===== src/rtl/rr_arbiter8.sv =====
// Eight-way round-robin arbiter with registered grant index and one-hot grant vector.
// Define ARB_TIMEOUT_EN to add the hold counter that forces release after HOLD_MAX cycles.
module rr_arbiter8 #(
    parameter int unsigned HOLD_MAX = 15,
    parameter int unsigned CNT_W    = 4
) (
    input  logic       clk,
    input  logic       rst,
    input  logic [7:0] req,
    input  logic       done,
    output logic [2:0] gnt_idx,
    output logic [7:0] gnt,
    output logic       gnt_valid
`ifdef ARB_TIMEOUT_EN
    ,
    output logic       timeout
`endif
);

    typedef enum logic [1:0] {
        IDLE    = 2'd0,
        GRANT   = 2'd1,
        RELEASE = 2'd2
    } state_t;

    if ((HOLD_MAX < 1) || (HOLD_MAX > ((1 << CNT_W) - 1))) begin : g_bad_hold
        $error("rr_arbiter8: HOLD_MAX out of range for CNT_W");
    end

    state_t     state_q, state_d;
    logic [2:0] last_q, last_d;
    logic [2:0] idx_q, idx_d;
    logic [7:0] gnt_q, gnt_d;
    logic       valid_q, valid_d;
    logic [2:0] win;
    logic       win_found;
    logic       release_c;

`ifdef ARB_TIMEOUT_EN
    logic [CNT_W-1:0] cnt_q, cnt_d;
    logic             timeout_q, timeout_d;
    logic             force_c;
`endif

    // Priority search starting just after the last owner, wrapping 7 -> 0.
    always_comb begin
        win       = '0;
        win_found = 1'b0;
        for (int unsigned off = 1; off <= 8; off++) begin
            logic [2:0] cand;
            cand = last_q + 3'(off);
            if (!win_found && req[cand]) begin
                win       = cand;
                win_found = 1'b1;
            end
        end
    end

    always_comb begin
        state_d   = state_q;
        last_d    = last_q;
        idx_d     = idx_q;
        gnt_d     = gnt_q;
        valid_d   = valid_q;
        release_c = done || !req[idx_q];
`ifdef ARB_TIMEOUT_EN
        cnt_d     = cnt_q;
        timeout_d = 1'b0;
        force_c   = (cnt_q == CNT_W'(HOLD_MAX - 1));
`endif
        case (state_q)
            IDLE, RELEASE: begin
                if (win_found) begin
                    state_d = GRANT;
                    idx_d   = win;
                    gnt_d   = 8'b1 << win;
                    valid_d = 1'b1;
`ifdef ARB_TIMEOUT_EN
                    cnt_d   = '0;
`endif
                end else begin
                    state_d = IDLE;
                    idx_d   = '0;
                    gnt_d   = '0;
                    valid_d = 1'b0;
                end
            end
            GRANT: begin
`ifdef ARB_TIMEOUT_EN
                cnt_d = cnt_q + 1'b1;
                if (release_c || force_c) begin
                    timeout_d = !release_c;
`else
                if (release_c) begin
`endif
                    state_d = RELEASE;
                    last_d  = idx_q;
                    idx_d   = '0;
                    gnt_d   = '0;
                    valid_d = 1'b0;
                end
            end
            default: begin
                state_d = IDLE;
                idx_d   = '0;
                gnt_d   = '0;
                valid_d = 1'b0;
            end
        endcase
    end

    always_ff @(posedge clk) begin
        if (rst) begin
            state_q <= IDLE;
            last_q  <= 3'd7;
            idx_q   <= '0;
            gnt_q   <= '0;
            valid_q <= 1'b0;
        end else begin
            state_q <= state_d;
            last_q  <= last_d;
            idx_q   <= idx_d;
            gnt_q   <= gnt_d;
            valid_q <= valid_d;
        end
    end

`ifdef ARB_TIMEOUT_EN
    always_ff @(posedge clk) begin
        if (rst) begin
            cnt_q     <= '0;
            timeout_q <= 1'b0;
        end else begin
            cnt_q     <= cnt_d;
            timeout_q <= timeout_d;
        end
    end

    assign timeout = timeout_q;
`endif

    assign gnt_idx   = idx_q;
    assign gnt       = gnt_q;
    assign gnt_valid = valid_q;

endmodule


===== config.mk =====
export PLATFORM = sky130hd
export DESIGN_NAME = rr_arbiter8
export DESIGN_NICKNAME = d
export VERILOG_FILES = /design/src/rtl/rr_arbiter8.sv
export SDC_FILE = /design/constraint.sdc
export NUM_CORES = 1
export LEC_CHECK = 0
export ABC_AREA = 1
export CAP_MARGIN = 20
export CORE_ASPECT_RATIO = 1.2
export CORE_MARGIN = 2
export CORE_UTILIZATION = 55
export CTS_BUF_LIST = sky130_fd_sc_hd__clkbuf_8
export CTS_CLUSTER_SIZE = 25
export DETAILED_ROUTE_END_ITERATION = 8
export PLACE_DENSITY = 0.8
export SLEW_MARGIN = 20
export SYNTH_ARGS = -nofsm -noshare
export SYNTH_HDL_FRONTEND = slang
export SYNTH_SLANG_ARGS = --single-unit

===== constraint.sdc =====
create_clock -name clk -period 3.9 [get_ports clk]
set_input_delay 0.78 -clock clk [delete_from_list [all_inputs] [get_ports clk]]
set_output_delay 0.78 -clock clk [all_outputs]
set_load 0.02 [all_outputs]

==> results of run 1 <==
-- sequential cells by signal (all words and copies together), names as in the netlist --
name and cells:
state_q 2, gnt_idx 3, gnt 8, gnt_valid 1
last_q 3
-- through the flow --
stage	cell area [um^2]	worst slack (ns)	total power, uW	hold WS, ns
4_1_cts	1897	1.153	1547	0.4632
3_3_place_gp	1851	1.047	1393	0.4516
3_5_place_dp	1851	1.049	1411	0.4527
5_1_grt	1897	0.9030	1687	0.4929
2_1_floorplan	1612	1.544	1153	0.5199
6_report	1897	1.160	1546	0.4641
-- area by class of cell --
type / instances / area (um^2)
Sequential cell: 17 / 340.3
Multi-Input combinational cell: 193 / 1109
Tap cell: 34 / 42.54
Inverter: 31 / 116.4
Fill cell: 278 / 888.4
Clock buffer: 3 / 41.29
Clock inverter: 1 / 5.005
Timing Repair Buffer: 25 / 242.7
-- worst max-delay path, cell delays in order (launching register included) --
cell     delay (ns)
dfxtp_1        0.30
buf_4          0.19
inv_2          0.15
ha_1           0.46
inv_2          0.17
nand3_1        0.15
nand2_1        0.09
nand2_1        0.09
nand2_4        0.12
nand3_1        0.10
nor2_2         0.12
nand4_2        0.11
nand2_1        0.08
nand2_1        0.05
nand3_1        0.15
nand2_1        0.12
nor2_1         0.11
nor2_1         0.05
nor2_1         0.07
-- power groups by stage --
stage | registers [uW] | logic (uW) | clock network (uW)
2_1_floorplan | 314 | 839 | 0
3_3_place_gp | 279 | 1110 | 0
4_1_cts | 277 | 1140 | 131
6_report | 277 | 1140 | 131
3_5_place_dp | 280 | 1130 | 0
5_1_grt | 284 | 1260 | 140
-- logic make-up after synthesis --
| group | share of synthesized area, % |
|---|---|
| buffers and inverters | 10.09 |
| adder cells (fa/ha/maj) | 1.553 |
| multiplexers | 0.6211 |
| AND/OR/NAND/NOR | 54.81 |
| XOR/XNOR | 2.097 |
| flip-flops | 21.12 |
| AO/OA/AOI/OAI | 9.706 |
-- cells in the final DEF, fill, tap and decap left out, types with 5 or more instances in the layout --
master           synthesis  layout
nor2_2                   5       5
inv_1                   26      26
nand2_1                 62      62
dfxtp_1                 17      17
nand3_1                 28      28
clkdlybuf4s50_1          0      22
a21oi_1                  9       9
nand2_2                  9       9
nor2_1                  30      30
nand3_2                 13      13
inv_2                    5       5
-- path summary, 6_finish.rpt --
check                           cells past startpoint  slack [ns]                  end                    from
worst min-delay path                                2        0.46  gnt[1]$_SDFFE_PP0P_     gnt[1]$_SDFFE_PP0P_
worst max register to register                     18        1.16  gnt[7]$_SDFFE_PP0P_  last_q[0]$_SDFFE_PP1P_
worst min register to register                      2        0.46  gnt[1]$_SDFFE_PP0P_     gnt[1]$_SDFFE_PP0P_
worst max-delay path                               18        1.16  gnt[7]$_SDFFE_PP0P_  last_q[0]$_SDFFE_PP1P_
-- layer usage --
layer  wire length, um  track usage [%]  share of wire (%)  up-vias
met1              1705            30.65                 44      741
met4               107            10.58                2.8        0
met5                 0                0                  0        -
met3               164            1.896                4.2       12
met2              1889            43.83                 49       43
li1                  -                -                  -      848
==> flow_metrics.env, run 1 <==
export IMPL_outcome="finished clean"
export IMPL_grt_start_max_net_pins=15
export IMPL_cts_setup_buffers=0
export IMPL_antennaDiodeCount=0
export IMPL_chipHeight_um=63.30
export IMPL_grt_pass1_vias=1572
export IMPL_startpoint_type="flop"
export IMPL_clk_latency_ns=0.25
export IMPL_wl_per_cell_um=12.72
export IMPL_swShare_pct=55.62
export IMPL_yosysWarnings=0
export IMPL_synth_edf_count=0
export IMPL_hold_path_class="flop to flop"
export IMPL_cts_resized_gates=0
export IMPL_max_vdd_ir_drop_mv=0.4839
export IMPL_yosysTopAreaCell="dfxtp_1"
export IMPL_grt_use_total_pct=25.21
export IMPL_hold_viol=0
export IMPL_cap_violations=0
export IMPL_clkSinkCount=17
export IMPL_clk_pin_slew_ns=0.07
export IMPL_arrival_ns=2.92
export IMPL_netSwitchingPower_uw=859.9
export IMPL_rows=21
export IMPL_synthDominantCellAreaShare_pct=21.12
export IMPL_finalCritPeriodShare_pct=70.27
export IMPL_power_per_cell_area_nw_per_um2=815.1
export IMPL_slew_headroom_pct=64.23
export IMPL_place_inst=300
export IMPL_fin_util_pct=68.10
export IMPL_clk_path_buf_depth=2
export IMPL_async_flop_share_pct=0
export IMPL_synthFlopType="dfxtp_1"
export IMPL_seq_area_frac_synth_pct=21.12
export IMPL_antenna_found_initial=0
export IMPL_yosysMostFrequentCell="nand2_1"
export IMPL_ios=23
export IMPL_power_frac_clock_pct=8.5
export IMPL_start_util_pct=57.86
export IMPL_finalCriticalPeriod_ns=2.740
export IMPL_fmax_mhz=364.9
export IMPL_yosysUniqueCellTypes=35
export IMPL_ant_nets=0
export IMPL_path_class="flop to flop"
export IMPL_gp_congestion=0.8493
export IMPL_critical_path_required_ns=4.08
export IMPL_synth_cells=247
export IMPL_nets=284
export IMPL_cts_htree_levels=1
export IMPL_endpoint_kind="flop"
export IMPL_worst_pin_slew_ns=0.5358
export IMPL_power_internal_uw=686.1
export IMPL_final_cells=304
export IMPL_syn_area_per_cell_um2=6.524
export IMPL_drv_slew=0
export IMPL_hpwl_mm=3.128
export IMPL_fp_dieW_um=53.42
export IMPL_dr_total_vias=1644
export IMPL_overflow=0
export IMPL_numCtsBuffers=3
export IMPL_remaining_drc_errors=0
export IMPL_synth_seq_cells=17
export IMPL_netlist_area_um2=1612
export IMPL_yosys_top_cells_count="nand2_1 (62), nor2_1 (30), nand3_1 (28), inv_1 (26), dfxtp_1 (17)"
export IMPL_leakagePower_uw=0.0008856
export IMPL_cts_tree="yes"
export IMPL_first_pass_iters=4
export IMPL_root_buffer="clkbuf_8"
export IMPL_wl_mm=3.866
export IMPL_post_route_cells_drive_above_1_share_pct=19.63
export IMPL_rsz0062_at_grt="false"
export IMPL_cts_hold_repair_buffers=0
export IMPL_critical_path_max_fanout=14
export IMPL_fin_skew_ns=0.005385
export IMPL_setup_viol=0
export IMPL_io_buffers=22
export IMPL_synth_area_leaders="dfxtp_1 (21%), nand2_1 (14%), nand3_1 (8.7%), nand3_2 (8.1%), nor2_1 (7.0%)"
export IMPL_coreArea_um2=2785
export IMPL_tns_ns=0
export IMPL_seq_power_share_pct=17.9
export IMPL_vias_per_cell=5.408
export IMPL_combPwrFrac_pct=73.6
export IMPL_syn2layout_area_growth_pct=17.70
export IMPL_syn_nets=260
export IMPL_dieArea_um2=3381
export IMPL_first_iter_violations=66
export IMPL_grt_pass1_wl_mm=6.582
Note: power is estimated with default switching activity, not from simulation.
==> run 2: changes to the inputs <==
==> constraint.sdc (replaced) <==
create_clock -name clk -period 2.8 [get_ports clk]
set_input_delay 0.56 -clock clk [delete_from_list [all_inputs] [get_ports clk]]
set_output_delay 0.56 -clock clk [all_outputs]
set_load 0.02 [all_outputs]
==> flow_metrics.env, run 2 (synthesis results as in run 1) <==
export IMPL_outcome="finished clean"
export IMPL_finalCritPeriodShare_pct=91.90
export IMPL_critical_path_max_fanout=11
export IMPL_numCtsBuffers=3
export IMPL_slew_headroom_pct=63.64
export IMPL_remaining_drc_errors=0
export IMPL_gp_congestion=0.8648
export IMPL_fp_dieW_um=53.42
export IMPL_finalCriticalPeriod_ns=2.573
export IMPL_cap_violations=0
export IMPL_fmax_mhz=388.6
export IMPL_wl_per_cell_um=12.94
export IMPL_hold_path_class="flop to flop"
export IMPL_antenna_found_initial=0
export IMPL_io_buffers=22
export IMPL_chipHeight_um=63.30
export IMPL_leakagePower_uw=0.0008981
export IMPL_first_pass_iters=4
export IMPL_max_vdd_ir_drop_mv=0.7952
export IMPL_clk_pin_slew_ns=0.07
export IMPL_grt_pass1_wl_mm=6.796
export IMPL_rows=21
export IMPL_ant_nets=0
export IMPL_cts_tree="yes"
export IMPL_root_buffer="clkbuf_8"
export IMPL_critical_path_required_ns=2.98
export IMPL_grt_start_max_net_pins=15
export IMPL_endpoint_kind="flop"
export IMPL_hold_slack_ns=0.4665
export IMPL_dr_total_vias=1657
export IMPL_nets=287
export IMPL_overflow=0
export IMPL_fin_util_pct=69.00
export IMPL_post_route_cells_drive_above_1_share_pct=20.88
export IMPL_cts_hold_repair_buffers=0
export IMPL_path_buf_inv=2
export IMPL_antennaDiodeCount=0
export IMPL_start_util_pct=57.86
export IMPL_worst_pin_slew_ns=0.5446
export IMPL_grt_pass1_vias=1603
export IMPL_crit_family="simple AND/OR/NAND/NOR gates"
export IMPL_largest_register_ffs=8
export IMPL_first_iter_violations=38
export IMPL_setup_viol=0
export IMPL_cts_htree_levels=1
export IMPL_drv_slew=0
export IMPL_clk_path_buf_depth=2
export IMPL_dpl_cell_area_um2=1873
export IMPL_ios=23
export IMPL_hold_viol=0
export IMPL_hpwl_mm=3.261
export IMPL_final_common_cell="nand2_1"
export IMPL_slowest_delay_ns=0.39
export IMPL_path_class="flop to flop"
export IMPL_wl_mm=3.972
export IMPL_critPathSlowestCell="ha_2"
export IMPL_grt_use_total_pct=26.40
export IMPL_clkSinkCount=17
export IMPL_coreArea_um2=2785
export IMPL_power_per_cell_area_nw_per_um2=1137
export IMPL_vias_per_cell=5.397
export IMPL_fin_skew_ns=0.002514
export IMPL_startpoint_type="flop"
export IMPL_tns_ns=0
export IMPL_layout_common_cells="nand2_1 (62), nor2_1 (30), nand3_1 (28), inv_1 (26), clkdlybuf4s50_1 (22)"
export IMPL_p_total_uw=2186
export IMPL_final_cell_area_um2=1922
export IMPL_path_cells="inv_2, ha_2, inv_2, nand3_1, nand2_1, nand2_1, nand2_4, nand4_4, nor3_1, nor2_2, nand3_2, nand2_1, nor2_1, nor2_1, nor2_1"
export IMPL_clk_latency_ns=0.25
export IMPL_arrival_ns=2.76
export IMPL_rsz0062_at_grt="false"
export IMPL_syn2layout_area_growth_pct=19.25
export IMPL_dieArea_um2=3381
[run 2: report_power, final]
group | internal, uW | total [uW] | switching (uW)
clock network | 98.7 | 184 | 85.6
registers | 315 | 387 | 72.8
logic | 566 | 1610 | 1050
[run 2: path summary, 6_finish.rpt]
path | startpoint | to | slack, ns | depth (start not counted)
hold reg to reg | gnt[1]$_SDFFE_PP0P_ | gnt[1]$_SDFFE_PP0P_ | 0.47 | 2
hold / removal | gnt[1]$_SDFFE_PP0P_ | gnt[1]$_SDFFE_PP0P_ | 0.47 | 2
setup reg to reg | last_q[0]$_SDFFE_PP1P_ | gnt[2]$_SDFFE_PP0P_ | 0.23 | 15
setup / recovery | last_q[0]$_SDFFE_PP1P_ | gnt[2]$_SDFFE_PP0P_ | 0.23 | 15
[run 2: metal layers]
metal  up-vias  share of wire [%]  global-route usage, %  routed length [um]
met3        10                2.3                  2.370                  91
met1       764                 45                  31.27                1772
met5         -                  0                      0                   0
li1        854                  -                      -                   -
met2        29                 51                  45.99                2015
met4         0                2.3                  12.18                  92
[run 2: final cells by class]
cell class	count	area, um^2
Clock inverter	1	5.005
Sequential cell	17	340.3
Tap cell	34	42.54
Fill cell	262	863.3
Timing Repair Buffer	28	265.3
Clock buffer	3	41.29
Inverter	31	116.4
Multi-Input combinational cell	193	1111
[run 2: metrics by stage]
stage	setup slack (ns)	instances
2_1_floorplan	0.4442	247
3_3_place_gp	0.1621	303
3_5_place_dp	0.1148	303
4_1_cts	0.1759	307
5_1_grt	0.04013	307
6_report	0.2269	307
[run 2: what timing repair did]
item	CTS	global route
setup endpoints to repair	0	4
setup buffers	0	0
gates resized for setup	0	1
[run 2: worst min-delay path, cell delays in order (launching register included)]
cell     delay (ns)
dfxtp_1        0.31
nand2_1        0.06
a21oi_1        0.05
